$ cat src/rtl/fetch_pkg.sv
// Shared types and constants for the instruction fetch unit.
package fetch_pkg;

  localparam int          INSTR_W    = 32;
  localparam logic [31:0] PC_STEP    = 32'd4;
  localparam logic [31:0] ALIGN_MASK = 32'hFFFF_FFFC;

  typedef enum logic [1:0] {
    S_IDLE  = 2'd0,
    S_FETCH = 2'd1,
    S_HOLD  = 2'd2,
    S_FLUSH = 2'd3
  } state_t;

endpackage

$ cat src/rtl/instr_fetch_unit_if.sv
// Fetch unit bus bundle: branch redirect, imem req/ack, decode valid/ready.
// master = fetch unit side, slave = environment (branch ctl, imem, decode).
interface instr_fetch_unit_if;
  import fetch_pkg::*;

  logic               redirect_valid;
  logic [31:0]        redirect_target;
  logic               imem_req;
  logic [31:0]        imem_addr;
  logic               imem_ack;
  logic [INSTR_W-1:0] imem_rdata;
  logic               instr_valid;
  logic               instr_ready;
  logic [INSTR_W-1:0] instr_out;
  logic [31:0]        pc_out;

  modport master (
    input  redirect_valid, redirect_target, imem_ack, imem_rdata, instr_ready,
    output imem_req, imem_addr, instr_valid, instr_out, pc_out
  );

  modport slave (
    output redirect_valid, redirect_target, imem_ack, imem_rdata, instr_ready,
    input  imem_req, imem_addr, instr_valid, instr_out, pc_out
  );

endinterface

$ cat src/rtl/instr_fetch_unit_pc_next_sel.sv
// Next-PC mux: aligned redirect target > sequential step after a fetch > hold.
module pc_next_sel
  import fetch_pkg::*;
(
  input  logic        redirect_valid,
  input  logic [31:0] redirect_target,
  input  logic        advance,
  input  logic [31:0] cur_addr,
  input  logic [31:0] pc,
  output logic [31:0] pc_nxt
);

  // redirect always wins; the step wraps modulo 2^32
  always_comb begin
    pc_nxt = pc;
    if (redirect_valid)
      pc_nxt = redirect_target & ALIGN_MASK;
    else if (advance)
      pc_nxt = cur_addr + PC_STEP;
  end

endmodule

$ cat src/rtl/instr_fetch_unit.sv
// PC owner and fetch sequencer: issues word-aligned imem reads and hands
// fetched words to decode. Optional ack watchdog under FETCH_TIMEOUT_EN
// (adds the fetch_err port).
module instr_fetch_unit
  import fetch_pkg::*;
#(
  parameter logic [31:0] RESET_PC    = 32'h0000_0000,
  parameter int          TIMEOUT_CYC = 255
) (
  input  logic                   clk,
  input  logic                   rst,
  instr_fetch_unit_if.master     bus
`ifdef FETCH_TIMEOUT_EN
  ,
  output logic                   fetch_err
`endif
);

  state_t             state, state_nxt;
  logic [31:0]        pc, pc_nxt;
  logic               squash, squash_nxt;
  logic               req_nxt, valid_nxt;
  logic [31:0]        addr_nxt, pcout_nxt;
  logic [INSTR_W-1:0] iout_nxt;
  logic               advance;
  logic               halted;
  logic               to_hit;

  // sequential step only when an unsquashed fetch completes
  assign advance = (state == S_FETCH) && bus.imem_ack && !bus.redirect_valid;

  pc_next_sel u_pc_sel (
    .redirect_valid (bus.redirect_valid),
    .redirect_target(bus.redirect_target),
    .advance        (advance),
    .cur_addr       (bus.imem_addr),
    .pc             (pc),
    .pc_nxt         (pc_nxt)
  );

`ifdef FETCH_TIMEOUT_EN
  logic [31:0] to_cnt;
  logic        waiting;

  assign waiting = (state == S_FETCH) || (state == S_FLUSH);
  assign to_hit  = waiting && !bus.imem_ack && (to_cnt == 32'(TIMEOUT_CYC - 1));
  assign halted  = fetch_err;

  // watchdog: restarts on entering a wait state, counts ack-less cycles there
  always_ff @(posedge clk or negedge rst) begin
    if (!rst) begin
      to_cnt    <= '0;
      fetch_err <= 1'b0;
    end else begin
      if (!waiting || state_nxt != state) to_cnt <= '0;
      else                                to_cnt <= to_cnt + 32'd1;
      if (to_hit) fetch_err <= 1'b1;
    end
  end
`else
  logic [31:0] unused_to_cyc;
  assign unused_to_cyc = 32'(TIMEOUT_CYC);
  assign to_hit = 1'b0;
  assign halted = 1'b0;
`endif

  // state and registered outputs
  always_ff @(posedge clk or negedge rst) begin
    if (!rst) begin
      state           <= S_IDLE;
      pc              <= RESET_PC;
      squash          <= 1'b0;
      bus.imem_req    <= 1'b0;
      bus.imem_addr   <= RESET_PC;
      bus.instr_valid <= 1'b0;
      bus.instr_out   <= '0;
      bus.pc_out      <= '0;
    end else begin
      state           <= state_nxt;
      pc              <= pc_nxt;
      squash          <= squash_nxt;
      bus.imem_req    <= req_nxt;
      bus.imem_addr   <= addr_nxt;
      bus.instr_valid <= valid_nxt;
      bus.instr_out   <= iout_nxt;
      bus.pc_out      <= pcout_nxt;
    end
  end

  // next state / next outputs; redirect has priority, the watchdog overrides
  always_comb begin
    state_nxt  = state;
    squash_nxt = squash;
    req_nxt    = bus.imem_req;
    addr_nxt   = bus.imem_addr;
    valid_nxt  = bus.instr_valid;
    iout_nxt   = bus.instr_out;
    pcout_nxt  = bus.pc_out;
    case (state)
      S_IDLE: begin
        if (!halted) begin
          state_nxt = S_FETCH;
          req_nxt   = 1'b1;
          addr_nxt  = pc_nxt;
        end
      end
      S_FETCH: begin
        if (bus.redirect_valid) begin
          if (bus.imem_ack) begin
            // data arrived with the redirect: drop it and refetch
            state_nxt = S_IDLE;
            req_nxt   = 1'b0;
          end else begin
            // outstanding request must complete before refetching
            state_nxt  = S_FLUSH;
            squash_nxt = 1'b1;
          end
        end else if (bus.imem_ack && !squash) begin
          state_nxt = S_HOLD;
          req_nxt   = 1'b0;
          valid_nxt = 1'b1;
          iout_nxt  = bus.imem_rdata;
          pcout_nxt = bus.imem_addr;
        end
      end
      S_HOLD: begin
        if (bus.redirect_valid) begin
          state_nxt = S_IDLE;
          valid_nxt = 1'b0;
        end else if (bus.instr_ready) begin
          state_nxt = S_FETCH;
          valid_nxt = 1'b0;
          req_nxt   = 1'b1;
          addr_nxt  = pc_nxt;
        end
      end
      S_FLUSH: begin
        if (bus.imem_ack) begin
          state_nxt  = S_IDLE;
          req_nxt    = 1'b0;
          squash_nxt = 1'b0;
        end
      end
      default: state_nxt = S_IDLE;
    endcase
    if (to_hit) begin
      state_nxt  = S_IDLE;
      req_nxt    = 1'b0;
      squash_nxt = 1'b0;
    end
  end

endmodule

$ cat src/flat_wrapper.sv
// flat-port wrapper written by rule: the top's interface ports become plain ports
module instr_fetch_unit_flat import fetch_pkg::*;
#(
  parameter logic [31:0] RESET_PC    = 32'h0000_0000,
  parameter int          TIMEOUT_CYC = 255
)
  (clk, rst, bus_redirect_valid, bus_redirect_target, bus_imem_ack, bus_imem_rdata, bus_instr_ready, bus_imem_req, bus_imem_addr, bus_instr_valid, bus_instr_out, bus_pc_out);
  instr_fetch_unit_if bus_i ();
  input  logic clk;
  input  logic rst;
  input wire logic [$bits(bus_i.redirect_valid)-1:0] bus_redirect_valid;
  input wire logic [$bits(bus_i.redirect_target)-1:0] bus_redirect_target;
  input wire logic [$bits(bus_i.imem_ack)-1:0] bus_imem_ack;
  input wire logic [$bits(bus_i.imem_rdata)-1:0] bus_imem_rdata;
  input wire logic [$bits(bus_i.instr_ready)-1:0] bus_instr_ready;
  output wire logic [$bits(bus_i.imem_req)-1:0] bus_imem_req;
  output wire logic [$bits(bus_i.imem_addr)-1:0] bus_imem_addr;
  output wire logic [$bits(bus_i.instr_valid)-1:0] bus_instr_valid;
  output wire logic [$bits(bus_i.instr_out)-1:0] bus_instr_out;
  output wire logic [$bits(bus_i.pc_out)-1:0] bus_pc_out;
  assign bus_i.redirect_valid = bus_redirect_valid;
  assign bus_i.redirect_target = bus_redirect_target;
  assign bus_i.imem_ack = bus_imem_ack;
  assign bus_i.imem_rdata = bus_imem_rdata;
  assign bus_i.instr_ready = bus_instr_ready;
  assign bus_imem_req = bus_i.imem_req;
  assign bus_imem_addr = bus_i.imem_addr;
  assign bus_instr_valid = bus_i.instr_valid;
  assign bus_instr_out = bus_i.instr_out;
  assign bus_pc_out = bus_i.pc_out;
  instr_fetch_unit #(.RESET_PC(RESET_PC), .TIMEOUT_CYC(TIMEOUT_CYC)) u_core (.clk(clk), .rst(rst), .bus(bus_i));
endmodule
$ cat config.mk
export PLATFORM = sky130hd
export DESIGN_NAME = instr_fetch_unit_flat
export DESIGN_NICKNAME = d
export VERILOG_FILES = /design/src/rtl/fetch_pkg.sv /design/src/rtl/instr_fetch_unit_if.sv /design/src/rtl/instr_fetch_unit_pc_next_sel.sv /design/src/rtl/instr_fetch_unit.sv /design/src/flat_wrapper.sv
export SDC_FILE = /design/constraint.sdc
export NUM_CORES = 1
export LEC_CHECK = 0
export ABC_AREA = 1
export ABC_CLOCK_PERIOD_IN_PS = 1850
export BUFFER_PORTS_ARGS = -buffer_cell sky130_fd_sc_hd__buf_2
export CAP_MARGIN = 0
export CORE_ASPECT_RATIO = 1.1
export CORE_MARGIN = 3
export CORE_UTILIZATION = 48
export CTS_CLUSTER_DIAMETER = 30
export DETAILED_ROUTE_END_ITERATION = 6
export GPL_TIMING_DRIVEN = 0
export PLACE_DENSITY = 0.86
export SKIP_CTS_REPAIR_TIMING = 1
export SLEW_MARGIN = 20
export SYNTH_ARGS = -nofsm -noshare
export SYNTH_HDL_FRONTEND = slang
export SYNTH_HIERARCHICAL = 1
export SYNTH_SLANG_ARGS = --single-unit
$ cat constraint.sdc
create_clock -name clk -period 1.85 [get_ports clk]
set_clock_uncertainty 0.05 [all_clocks]
set_input_delay 0.185 -clock clk [delete_from_list [all_inputs] [get_ports clk]]
set_output_delay 0.185 -clock clk [all_outputs]
set_load 0.02 [all_outputs]
==> results.yml <==
outcome:
  outcome: "complete, but fails checks"
  violated_checks: "hold timing, setup timing"
place:
  dp_hpwl_um: 13100
  placedCellCount: 1196
  post-place-ws_ns: -0.317
  buffer_ports.inserted: 164
  post_dp_area_um2: 7680
  gp_congestion: 0.899
flow_run:
  cap_violations: 0
logic_synthesis:
  synthDominantAreaCellType: "sky130_fd_sc_hd__dfrtp_1"
  mappedNetlistArea_um2: 6590
  post_synth_inst_count: 847
  yosys_warnings: 6
  post_synth_main_area_contributors: "sky130_fd_sc_hd__dfrtp_1, sky130_fd_sc_hd__nand2_1, sky130_fd_sc_hd__nand3_1"
  synth_nets: 917
  synthesis.area_per_instance_um2: 7.78
  synth_largest_type_area_fraction_pct: 50.5
  synth_seq_area_share_pct: 50.5
  netlist-cell-type-count: 30
  postSynthRegisterBits: 133
timing:
  timing.hold.ws_ns: -0.0131
  slew_violations: 0
  setup-violations-final: 4
  setup_tns_ns: -0.0572
  final.period_utilization_pct: 101
  slew-limit-headroom_pct: 60.2
  fin_crit_ns: 1.87
  hold_viol_final: 5
  clock.fmax_mhz: 535
  grt_setup_unrepaired: "true"
  worst_slew_pin_slew_ns: 0.598
  worst_slack_ns: -0.0208
detailed_routing:
  drcViolationCount: 0
  vias: 6777
  detailedRoute.firstPassIterationCount: 5
  avgRoutedWirePerCell_um: 15.7
  first_iter_violations: 684
  final_antenna_net_count: 0
  avgViaCountPerCell: 5.28
  routed_wirelength_um: 20200
clocking:
  clockRootBuffer: "sky130_fd_sc_hd__clkbuf_16"
  tritoncts: "built"
  insertion_delay_ns: 0.42
  cts-root-to-sink-buffers: 2
  cts_num_sinks: 133
  number_of_clock_buffers_inserted_by_tritoncts: 17
  h-tree-depth: 4
  clk_transition_reported_paths_ns: 0.05
layout:
  diodes: 0
  post_route_cells_drive_above_1_share_pct: 29.6
  fillers: 1091
  num-nets-final: 1158
  fin_cells: 1284
  finalInstanceArea_um2: 8940
  layout_commonest_cell: "sky130_fd_sc_hd__nand2_1"
  layout.cells.most_common_list: "sky130_fd_sc_hd__nand2_1, sky130_fd_sc_hd__buf_2, sky130_fd_sc_hd__dfrtp_1"
  syn2layout_area_growth_pct: 35.7
grt:
  gr-usage-met1_pct: 30.1
  grt_pass1_vias: 5885
  globalRouteMet3Util_pct: 5.67
  grt_util_met2_pct: 40.5
  grt.overflow.total: 0
  first_pass_grt_wire_length_um: 28800
  grt_usage_pct: 23.9
  busiest_grt_layer: "met2"
  grt_start_max_net_pins: 102
  antenna_found_initial: 0
pwr:
  static-leakage-power_nw: 4.67
  p_int_mw: 8.16
  switching_share_pct: 43.7
  netSwitchingPower_mw: 6.34
  pwr_density_cell_nw_per_um2: 1620
  power.share.sequential_pct: 36.5
  power.combinational.fraction_pct: 41.8
  p_clk_share_pct: 21.7
  vdd.ir_drop.worst_mv: 0.968
critical_path:
  crit_path_max_incr_delay_ns: 0.41
  critical_path.cell_chain: "ha_2 > nand2_2 > nor2_4 > nand2_4 > xnor2_1 > nand2_1 > a21oi_2 > inv_1 > o21ai_0"
  critical_path.max_fanout: 5
  setup.worst_path.class: "reg2reg"
  reg2reg_setup_slack_ns: -0.02
  arrival_time_worst_endpoint_ns: 2.15
  r2r.worst_path.cells: 9
  worst-endpoint-required_ns: 2.13
  critical_path.startpoint_type: "register"
  timing.rr.end: "u_core/bus.imem_addr[8]"
  reg2reg_from: "u_core/bus.imem_addr[3]"
  crit_path_end_kind: "register"
  slowest_stage: "sky130_fd_sc_hd__dfrtp_1"
floorplanning:
  num_rows: 44
  start_util_pct: 49.5
  floorplan.die.width_um: 118
  dieHeight_um: 129
  die_area_um2: 15200
  core_region_area_um2: 13300
  io_pins: 167
min_path:
  timing.hold.worst.class: "in2reg"
  min_delay_path_depth: 3
  worstHoldEndpoint: "u_core/pc[15]"
  hold_path_startpoint: "bus_redirect_target[15]"
state kept, by name, summed over array words and instances, names as in the netlist:
signal                  cells
u_core/bus.imem_req         1
u_core/pc                  32
u_core/bus.instr_out       32
u_core/bus.imem_addr       32
u_core/state                2
u_core/squash               1
u_core/bus.pc_out          32
u_core/bus.instr_valid      1
worst max-delay path, delay by kind of cell, from the launching register on:
kind,cells,cell delay (ns)
fa+ha+maj,1,0.22
xor+xnor,1,0.16
flops,1,0.41
compound gates,2,0.32
buf+inv,1,0.04
simple gates,4,0.57
cells by family (layout without fill, tap and decap cells):
kind of cell             Yosys count  in the layout  synth area share (%)
AO/OA/AOI/OAI                     81             81                  6.51
XOR/XNOR                           7              7                 0.930
adder cells (fa/ha/maj)            1              1                 0.190
buffers and inverters            114            367                  8.98
flip-flops                       133            133                  50.5
AND/OR/NAND/NOR                  511            511                  32.9
how the worst max path moves through the flow:
| stage | start | to | slack, ns |
|---|---|---|---|
| 2_1_floorplan | u_core/state[0] | u_core/bus.imem_addr[4] | 0.01 |
| 3_3_place_gp | rst | u_core/bus.imem_addr[26] | -1.19 |
| 3_5_place_dp | u_core/state[0] | u_core/bus.imem_addr[4] | -0.32 |
| 4_1_cts | u_core/state[0] | u_core/bus.imem_addr[4] | -0.36 |
| 5_1_grt | u_core/bus.imem_addr[3] | u_core/bus.imem_addr[8] | -0.14 |
| 6_report | u_core/bus.imem_addr[3] | u_core/bus.imem_addr[8] | -0.02 |
power by group through the flow:
stage	sequential [mW]	clock (mW)	combinational [mW]
global placement	5.17	0	5.36
CTS	5.19	3.18	5.56
global route	5.45	3.30	6.61
detailed placement	5.22	0	5.53
floorplan	6.15	0	2.42
finish	5.29	3.15	6.06
stage by stage:
stage | util (%) | power [mW]
after floorplan | - | 8.58
after global placement | 57.4 | 10.5
after detailed placement | 57.6 | 10.8
after CTS | 61.7 | 13.9
after global routing | 67.1 | 15.4
final | 67.1 | 14.5
layer usage:
| layer | vias to the layer above | share of wire, % |
|---|---|---|
| li1 | 3149 | - |
| met1 | 3223 | 40 |
| met2 | 355 | 50 |
| met3 | 50 | 7.0 |
| met4 | 0 | 2.3 |
| met5 | - | 0 |
Yosys cell counts, drive strengths merged:
cell type,number
inv,73
ha,1
o21a,1
o211ai,1
xnor2,7
o21bai,2
dfrtp,133
nand2,318
nor2,93
buf,31
a21oi,32
nand3,98
nor3,1
o21ai,44
clkbuf,9
a21boi,1
clkinv,1
nand4,1
area by class of cell:
class	instances	area [um^2]	area share, %
sequential	133	3350	37.4
multi-input combinational	600	2820	31.5
timing repair buffer	222	1390	15.6
clock buffer	27	503	5.62
inverter	74	278	3.11
tap	184	230	2.57
clock inverter	4	45.0	0.504
buffer	40	328	3.67
(Power assumes the default switching activity.)
